<file path="src/rtl/reg_file_param.sv">
// reg_file_param: parametrised CPU register file for the neuron-core pipeline.
// NUM_RD combinational read ports, one synchronous write port, optional hardwired-zero reg 0,
// interrupt context capture (PC into REG[DEPTH-2], random seed into REG[DEPTH-1]) and a
// sequenced soft clear that zeroes one register per cycle.
// Optional feature macro: REG_FILE_BYPASS_EN (same-cycle write/capture forwarding to read ports).
module reg_file_param #(
    parameter int DATA_W  = 32,
    parameter int ADDR_W  = 5,
    parameter int NUM_RD  = 2,
    parameter int ZERO_R0 = 1
) (
    input  logic                       CLK,
    input  logic                       RESET,
    input  logic [DATA_W-1:0]          IN,
    input  logic [ADDR_W-1:0]          INADDRESS,
    input  logic                       WRITE_EN,
    input  logic [NUM_RD*ADDR_W-1:0]   OUTADDRESS,
    output logic [NUM_RD*DATA_W-1:0]   OUT,
    input  logic                       IRQ_SAVE,
    input  logic [DATA_W-1:0]          PC_IN,
    input  logic [DATA_W-1:0]          RAND_IN,
    input  logic                       CLEAR_REQ,
    output logic                       BUSY,
    output logic                       CLEAR_DONE
);

    localparam int DEPTH = 1 << ADDR_W;
    localparam logic [ADDR_W-1:0] ADDR_PC   = ADDR_W'(DEPTH - 2);
    localparam logic [ADDR_W-1:0] ADDR_RAND = ADDR_W'(DEPTH - 1);
    localparam logic [ADDR_W-1:0] IDX_LAST  = '1;

    typedef enum logic [1:0] {
        ST_IDLE  = 2'd0,
        ST_CLEAR = 2'd1,
        ST_DONE  = 2'd2
    } state_t;

    state_t              state_q, state_d;
    logic [ADDR_W-1:0]   idx_q, idx_d;
    logic                pend_q, pend_d;
    logic [DATA_W-1:0]   hold_pc_q, hold_pc_d;
    logic [DATA_W-1:0]   hold_rand_q, hold_rand_d;
    logic [DATA_W-1:0]   regs_q [DEPTH];
    logic [DATA_W-1:0]   regs_d [DEPTH];

    // Control FSM next state: clear sequencing and interrupt-pending bookkeeping.
    always_comb begin
        state_d     = state_q;
        idx_d       = idx_q;
        pend_d      = pend_q;
        hold_pc_d   = hold_pc_q;
        hold_rand_d = hold_rand_q;
        case (state_q)
            ST_IDLE: begin
                if (CLEAR_REQ) begin
                    state_d = ST_CLEAR;
                    idx_d   = '0;
                end else begin
                    state_d = ST_IDLE;
                end
            end
            ST_CLEAR: begin
                idx_d = idx_q + ADDR_W'(1);
                if (idx_q == IDX_LAST) begin
                    state_d = ST_DONE;
                end else begin
                    state_d = ST_CLEAR;
                end
                // Interrupts during a clear are parked; the latest pulse wins.
                if (IRQ_SAVE) begin
                    pend_d      = 1'b1;
                    hold_pc_d   = PC_IN;
                    hold_rand_d = RAND_IN;
                end else begin
                    pend_d      = pend_q;
                end
            end
            ST_DONE: begin
                state_d = ST_IDLE;
                idx_d   = '0;
                pend_d  = 1'b0;
            end
            default: begin
                state_d = ST_IDLE;
                idx_d   = '0;
                pend_d  = 1'b0;
            end
        endcase
    end

    // Register array next state: writes, interrupt capture and clear zeroing.
    always_comb begin
        for (int i = 0; i < DEPTH; i++) begin
            regs_d[i] = regs_q[i];
        end
        case (state_q)
            ST_IDLE: begin
                if (WRITE_EN) begin
                    regs_d[INADDRESS] = IN;
                end else begin
                    regs_d[INADDRESS] = regs_q[INADDRESS];
                end
                // Capture is applied after the write so it overrides a write to the same slots.
                if (IRQ_SAVE) begin
                    regs_d[ADDR_PC]   = PC_IN;
                    regs_d[ADDR_RAND] = RAND_IN;
                end else begin
                    regs_d[ADDR_PC]   = regs_d[ADDR_PC];
                end
            end
            ST_CLEAR: begin
                regs_d[idx_q] = '0;
            end
            ST_DONE: begin
                // A fresh pulse on the DONE cycle is newer than anything parked.
                if (IRQ_SAVE) begin
                    regs_d[ADDR_PC]   = PC_IN;
                    regs_d[ADDR_RAND] = RAND_IN;
                end else if (pend_q) begin
                    regs_d[ADDR_PC]   = hold_pc_q;
                    regs_d[ADDR_RAND] = hold_rand_q;
                end else begin
                    regs_d[ADDR_PC]   = regs_q[ADDR_PC];
                end
            end
            default: begin
                regs_d[0] = regs_q[0];
            end
        endcase
        if (ZERO_R0 != 0) begin
            regs_d[0] = '0;
        end else begin
            regs_d[0] = regs_d[0];
        end
    end

    // State, counters and holding registers with asynchronous active-low reset.
    always_ff @(posedge CLK or negedge RESET) begin
        if (!RESET) begin
            state_q     <= ST_IDLE;
            idx_q       <= '0;
            pend_q      <= 1'b0;
            hold_pc_q   <= '0;
            hold_rand_q <= '0;
        end else begin
            state_q     <= state_d;
            idx_q       <= idx_d;
            pend_q      <= pend_d;
            hold_pc_q   <= hold_pc_d;
            hold_rand_q <= hold_rand_d;
        end
    end

    // Register storage with asynchronous active-low reset.
    always_ff @(posedge CLK or negedge RESET) begin
        if (!RESET) begin
            for (int i = 0; i < DEPTH; i++) begin
                regs_q[i] <= '0;
            end
        end else begin
            for (int i = 0; i < DEPTH; i++) begin
                regs_q[i] <= regs_d[i];
            end
        end
    end

    // Status flags decode straight from the state register, so they are glitch-free.
    assign BUSY       = (state_q == ST_CLEAR);
    assign CLEAR_DONE = (state_q == ST_DONE);

    for (genvar k = 0; k < NUM_RD; k++) begin : g_rd
        logic [ADDR_W-1:0] ra_s;
        logic [DATA_W-1:0] rd_s;

        assign ra_s = OUTADDRESS[k*ADDR_W +: ADDR_W];

        // Read port mux: stored value, optional same-cycle forwarding, zero for reg 0.
        always_comb begin
            rd_s = regs_q[ra_s];
`ifdef REG_FILE_BYPASS_EN
            if (state_q == ST_IDLE) begin
                if (IRQ_SAVE && (ra_s == ADDR_PC)) begin
                    rd_s = PC_IN;
                end else if (IRQ_SAVE && (ra_s == ADDR_RAND)) begin
                    rd_s = RAND_IN;
                end else if (WRITE_EN && (ra_s == INADDRESS)) begin
                    rd_s = IN;
                end else begin
                    rd_s = regs_q[ra_s];
                end
            end else begin
                rd_s = regs_q[ra_s];
            end
`endif
            if ((ZERO_R0 != 0) && (ra_s == '0)) begin
                rd_s = '0;
            end else begin
                rd_s = rd_s;
            end
        end

        assign OUT[k*DATA_W +: DATA_W] = rd_s;
    end

endmodule
</file>
<file path="config.mk">
export PLATFORM = sky130hd
export DESIGN_NAME = reg_file_param
export DESIGN_NICKNAME = d
export VERILOG_FILES = /design/src/rtl/reg_file_param.sv
export SDC_FILE = /design/constraint.sdc
export NUM_CORES = 2
export LEC_CHECK = 0
export CAP_MARGIN = 20
export CORE_MARGIN = 2
export CORE_UTILIZATION = 48
export DETAILED_ROUTE_END_ITERATION = 6
export GPL_ROUTABILITY_DRIVEN = 0
export PLACE_DENSITY = 0.76
export REMOVE_ABC_BUFFERS = 1
export SLEW_MARGIN = 20
export SYNTH_ARGS = -nofsm -noshare
export SYNTH_HDL_FRONTEND = slang
export SYNTH_SLANG_ARGS = --single-unit
</file>
<file path="constraint.sdc">
create_clock -name CLK -period 4.8 [get_ports CLK]
set_clock_uncertainty 0.2 [all_clocks]
set_input_delay 0.96 -clock CLK [delete_from_list [all_inputs] [get_ports CLK]]
set_output_delay 0.96 -clock CLK [all_outputs]
set_load 0.02 [all_outputs]
</file>
**Word-level counts from Yosys, hierarchy flattened**

Cells that the tools add are included.

- Output and inout bits: 66
- Input port bits: 116
- Register bits after elaboration: 1064
- Logic and storage cells: 98

- Mux-type cells: 32
- Bitwise operators: 7
- Order comparisons: 6
- Reduce and logical (&&, ||, !) cells: 10
- Add/subtract/negate cells: 1
- Eq/ne operators: 6

Operators with widths:

| kind | count |
|---|---|
| 1024-bit bitwise mux | 2 |
| 928-bit case mux with 2 select lines | 1 |
| 992-bit bitwise AND | 1 |
| 992-bit two-way mux | 1 |
| 992-bit inverter | 1 |
| 32-bit binary-select mux with 5-bit select | 3 |
| 32-bit two-way mux | 14 |
| 32-bit demux with 5-bit select | 2 |
| 64-bit case mux with 3 select lines | 1 |
| 64-bit two-way mux | 1 |
| 6-bit greater-or-equal comparator, second input constant | 4 |
| 5-bit inverter with 6-bit output | 4 |
| 6-bit by 1-bit less-than comparator with 1-bit output, second input constant | 2 |
| 5-bit logical NOT | 2 |
| 5-bit case mux with 2 select lines | 1 |
| 2-bit AND reduction | 3 |
| 5-bit by 1-bit adder with 5-bit output, second input constant | 1 |
| 5-bit == test, second input constant | 1 |
| 5-bit two-way mux | 1 |
| 2-bit inequality test, second input constant | 2 |
| 2-bit case mux with 2 select lines | 1 |
| 3-bit by 2-bit inequality test with 1-bit output, second input constant | 1 |
| 3-bit nonzero test | 1 |
| 2-bit by 1-bit == test with 1-bit output, second input constant | 1 |
| other kinds (8) | 10 |

**Longest topological paths before layout**

- Depth in word-level cells: 9
- Mapped depth: 15

**Worst setup path before layout**

No wires, ideal clock.

- Kind: input-to-output
- Start: input OUTADDRESS[0]
- End: output OUT[26]
- Data arrival time: 3.385 ns
- Slack: 0.255 ns
- Path buffers: 3
- Stages: 6
- Data required time: 3.640 ns
- Path through: clkbuf_1 > clkbuf_1 > clkbuf_1 > mux4_2 > mux4_2 > mux2_2

- Word-level cells in the longest chain between the ends: 5

Ends and longest elaborated chain:

| what | line | source |
|---|---|---|
| start: declaration | 17 | `input logic [NUM_RD*ADDR_W-1:0] OUTADDRESS,` |
| 5-bit inverter with 6-bit output (not written as such) | 179 | `rd_s = regs_q[ra_s];` |
| 32-bit binary-select mux with 5-bit select | 179 |  |
| 32-bit two-way mux (not written as such) (2 in series) | 179 |  |
| 32-bit two-way mux * | 195 | `if ((ZERO_R0 != 0) && (ra_s == '0)) begin` |
| end: declaration | 18 | `output logic [NUM_RD*DATA_W-1:0] OUT,` |

Mark *: on every way between the ends. The rest lies on a longest branch, timed or not. The select of a mux whose other input is x is not followed.

**Worst setup path after layout**

- Start: input OUTADDRESS[5]
- End: output OUT[33]

Same word-level chain as after synthesis.

==> metrics <==
outcome finished, violations left; failing checks DRC, hold timing; Initial Util 48.3%; worst hold slack -0.0131 ns; total clock sinks 1064; DR WL/cell 37.5 µm; Worst VDD drop 0.331 mV; core area 135000 µm²; top_reg_cell synth dfrtp_1; Compound-Gate Fraction of Synth Area 16.3%; EDFF count, synth 0; Slew Limit Headroom 11.5%; cell repeated most along the worst path buf_12; Slew Limit Fails 0; layout cells sized above 1 31.9%; Synth area leaders dfrtp_1 41%, mux4_2 26%, a22o_1 7.7%; clock buffer depth 3; grt ovf 0; crit path DAT 3.63 ns; Core Util, Final 55.8%; sequential area share after synthesis 40.7%; Final Power 26.0 mW; YS warnings 0; H-tree Lvls 3; unrepaired setup endpoints after global routing false; top-count cell post-synth dfrtp_1; CTS tree done; Worst-Skew Late Latency 0.77 ns; post-route ant nets 0; ys async rst share 100%; Synth Cell Area 65500 µm²; Slew @ Worst Pin 1.33 ns; Final period util 99.8%; buffers and inverters on the worst path 4; DPL Wire Length 178000 µm; number of setup buffers added after CTS 0; Synth Area in Adders 0.172%; final setup TNS 0 ns; largest net degree at the start of global routing 152; Top-Level Pins 182; Register Area 26600 µm²; number of synthesized register bits 1064; Total Die Area 139000 µm²; Die H 373 µm; GR Util All Layers 38.8%; Period minus WS final 4.79 ns; Simple-Gate Fraction of Synth Area 6.39%; CTS buffer count 114; combinational family with the most area after synthesis multiplexers; top cells by count, synth 1064 x dfrtp_1, 755 x mux4_2, 667 x nand2_1; largest delay contributor family on the critical path buffers and inverters; clk root buf clkbuf_16; nets 5543; Hold/Removal Path Class in -> async; CP max-delay cell clkdlybuf4s50_1; post-synth top area share 40.7%; Mapped Cells 5270; CP endpoint kind primary output; fmax 209 MHz; synth unique cells 87; FP Rows 135; initial antenna violation count 22; multiplexer share of the synthesized area 32.1%; Pleak 31.0 nW; CP Max Fanout 28; CTS clock-pin slew for the worst setup and hold paths 0.07 ns; leading area contributor after synthesis dfrtp_1; Critical Path RT 3.64 ns; area of the multi-input gates 36600 µm²; WL final 274000 µm; # setup viols final 0; number of global-route vias before repair 57100; PD cells 344 nW/µm²; First-pass DRT Iterations 7; Mean Syn Cell Area 12.4 µm²; area added between synthesis and finish 15.4%; critical path class in -> out; xor and xnor fraction of the mapped netlist area 0%; fill count 10600; via count of the routed design 57500; final hold violations 14; DRC Markers 79; initial DRC count 10200; Avg Vias per Cell 7.87; Die Wd 373 µm; worst-path cell chain buf_12 > buf_12 > nor2b_4 > buf_12 > a22o_1 > mux4_2 > mux2_2 > clkdlybuf4s50_1; max-cap violations 0; CP peak stage delay 0.57 ns; first-pass GRT wire length 395000 µm; IO buf count 181; Worst setup SP type input port; reg2reg setup slack 0.89 ns
## what timing repair did
item,CTS,global route
resized for setup,0,2
setup endpoints to repair,0,41
hold buffers,0,0
## registers in the layout (all words and copies together) (netlist names)
name / count
hold_pc_q: 32
idx_q: 5
state_q: 2
pend_q: 1
hold_rand_q: 32
regs_q: 992
## layer usage
metal / GRT usage, % / wire (µm) / vias to the layer above
li1: - / - / 21100
met1: 45.0 / 84200 / 28200
met2: 53.6 / 113000 / 6262
met3: 20.5 / 49900 / 1860
met4: 30.6 / 27400 / 18
met5: 0.926 / 280 / -
## logic make-up (layout without fill, tap and decap cells)
family	Yosys count	after routing
DFF	1064	1064
buffers and inverters	590	832
AOI/OAI and AO/OA	1536	1536
adders and majority gates	9	9
and+or+nand+nor	972	972
other	0	17
muxes	1099	1099
## cells in the final DEF, fill, tap and decap left out, types with 10 or more instances in the layout
cell type        instances
nor2_1                  85
mux2_2                 269
and3_1                  10
clkinv_2                10
a31oi_1                 48
a22oi_1                 51
nand4_1                 11
clkdlybuf4s50_1        157
nor2_2                  16
nand3_1                 71
clkbuf_16              116
a221oi_1                26
buf_4                  326
a21oi_4                 13
a221o_1                 11
mux4_1                  14
a22o_1                 574
a31oi_4                 14
a31o_2                  18
mux2i_1                 57
nand3b_1                12
diode_2                 17
nand2_1                666
clkbuf_8                32
buf_12                  79
o21ai_0                522
o211ai_1                22
dfrtp_1               1064
a21oi_1                142
inv_1                   47
clkbuf_1                18
nand2b_1                23
mux4_2                 755
bufinv_16               16
nor2b_1                 12
## worst paths after layout
check / start / to / cells past startpoint
setup / recovery: OUTADDRESS[5] / OUT[33] / 8
hold / removal: RESET / regs_q[634] / 1
setup reg to reg: state_q[1] / regs_q[49] / 8
hold reg to reg: hold_pc_q[28] / hold_pc_q[28] / 1
max in group asynchronous: RESET / regs_q[299] / 2
min in group CLK: hold_pc_q[28] / hold_pc_q[28] / 1
## cell type report
cell class              count  area share, %
multi-input cells        3616           48.5
flip-flops and latches   1064           35.2
repair buffers            572           7.61
clock buffers             166           4.52
well taps                1781           2.95
clock inverters            44          0.924
inverters                  50          0.248
diodes                     17         0.0563
## through the flow
stage	area [µm²]	instances	setup slack (ns)
after floorplan	62800	4730	0.0930
after global placement	71300	7081	0.0201
after detailed placement	71300	7082	0.00861
after CTS	75400	7292	0.00401
after global routing	75500	7298	0.00117
final	75500	7310	0.00970
## report_power, final
group	switching, mW	internal (mW)	total, mW
Combinational	3.54	2.19	5.73
Clock	4.05	5.78	9.83
Sequential	0.815	9.60	10.4
Total	8.41	17.6	26.0
Power figures use the tool's default switching activity.
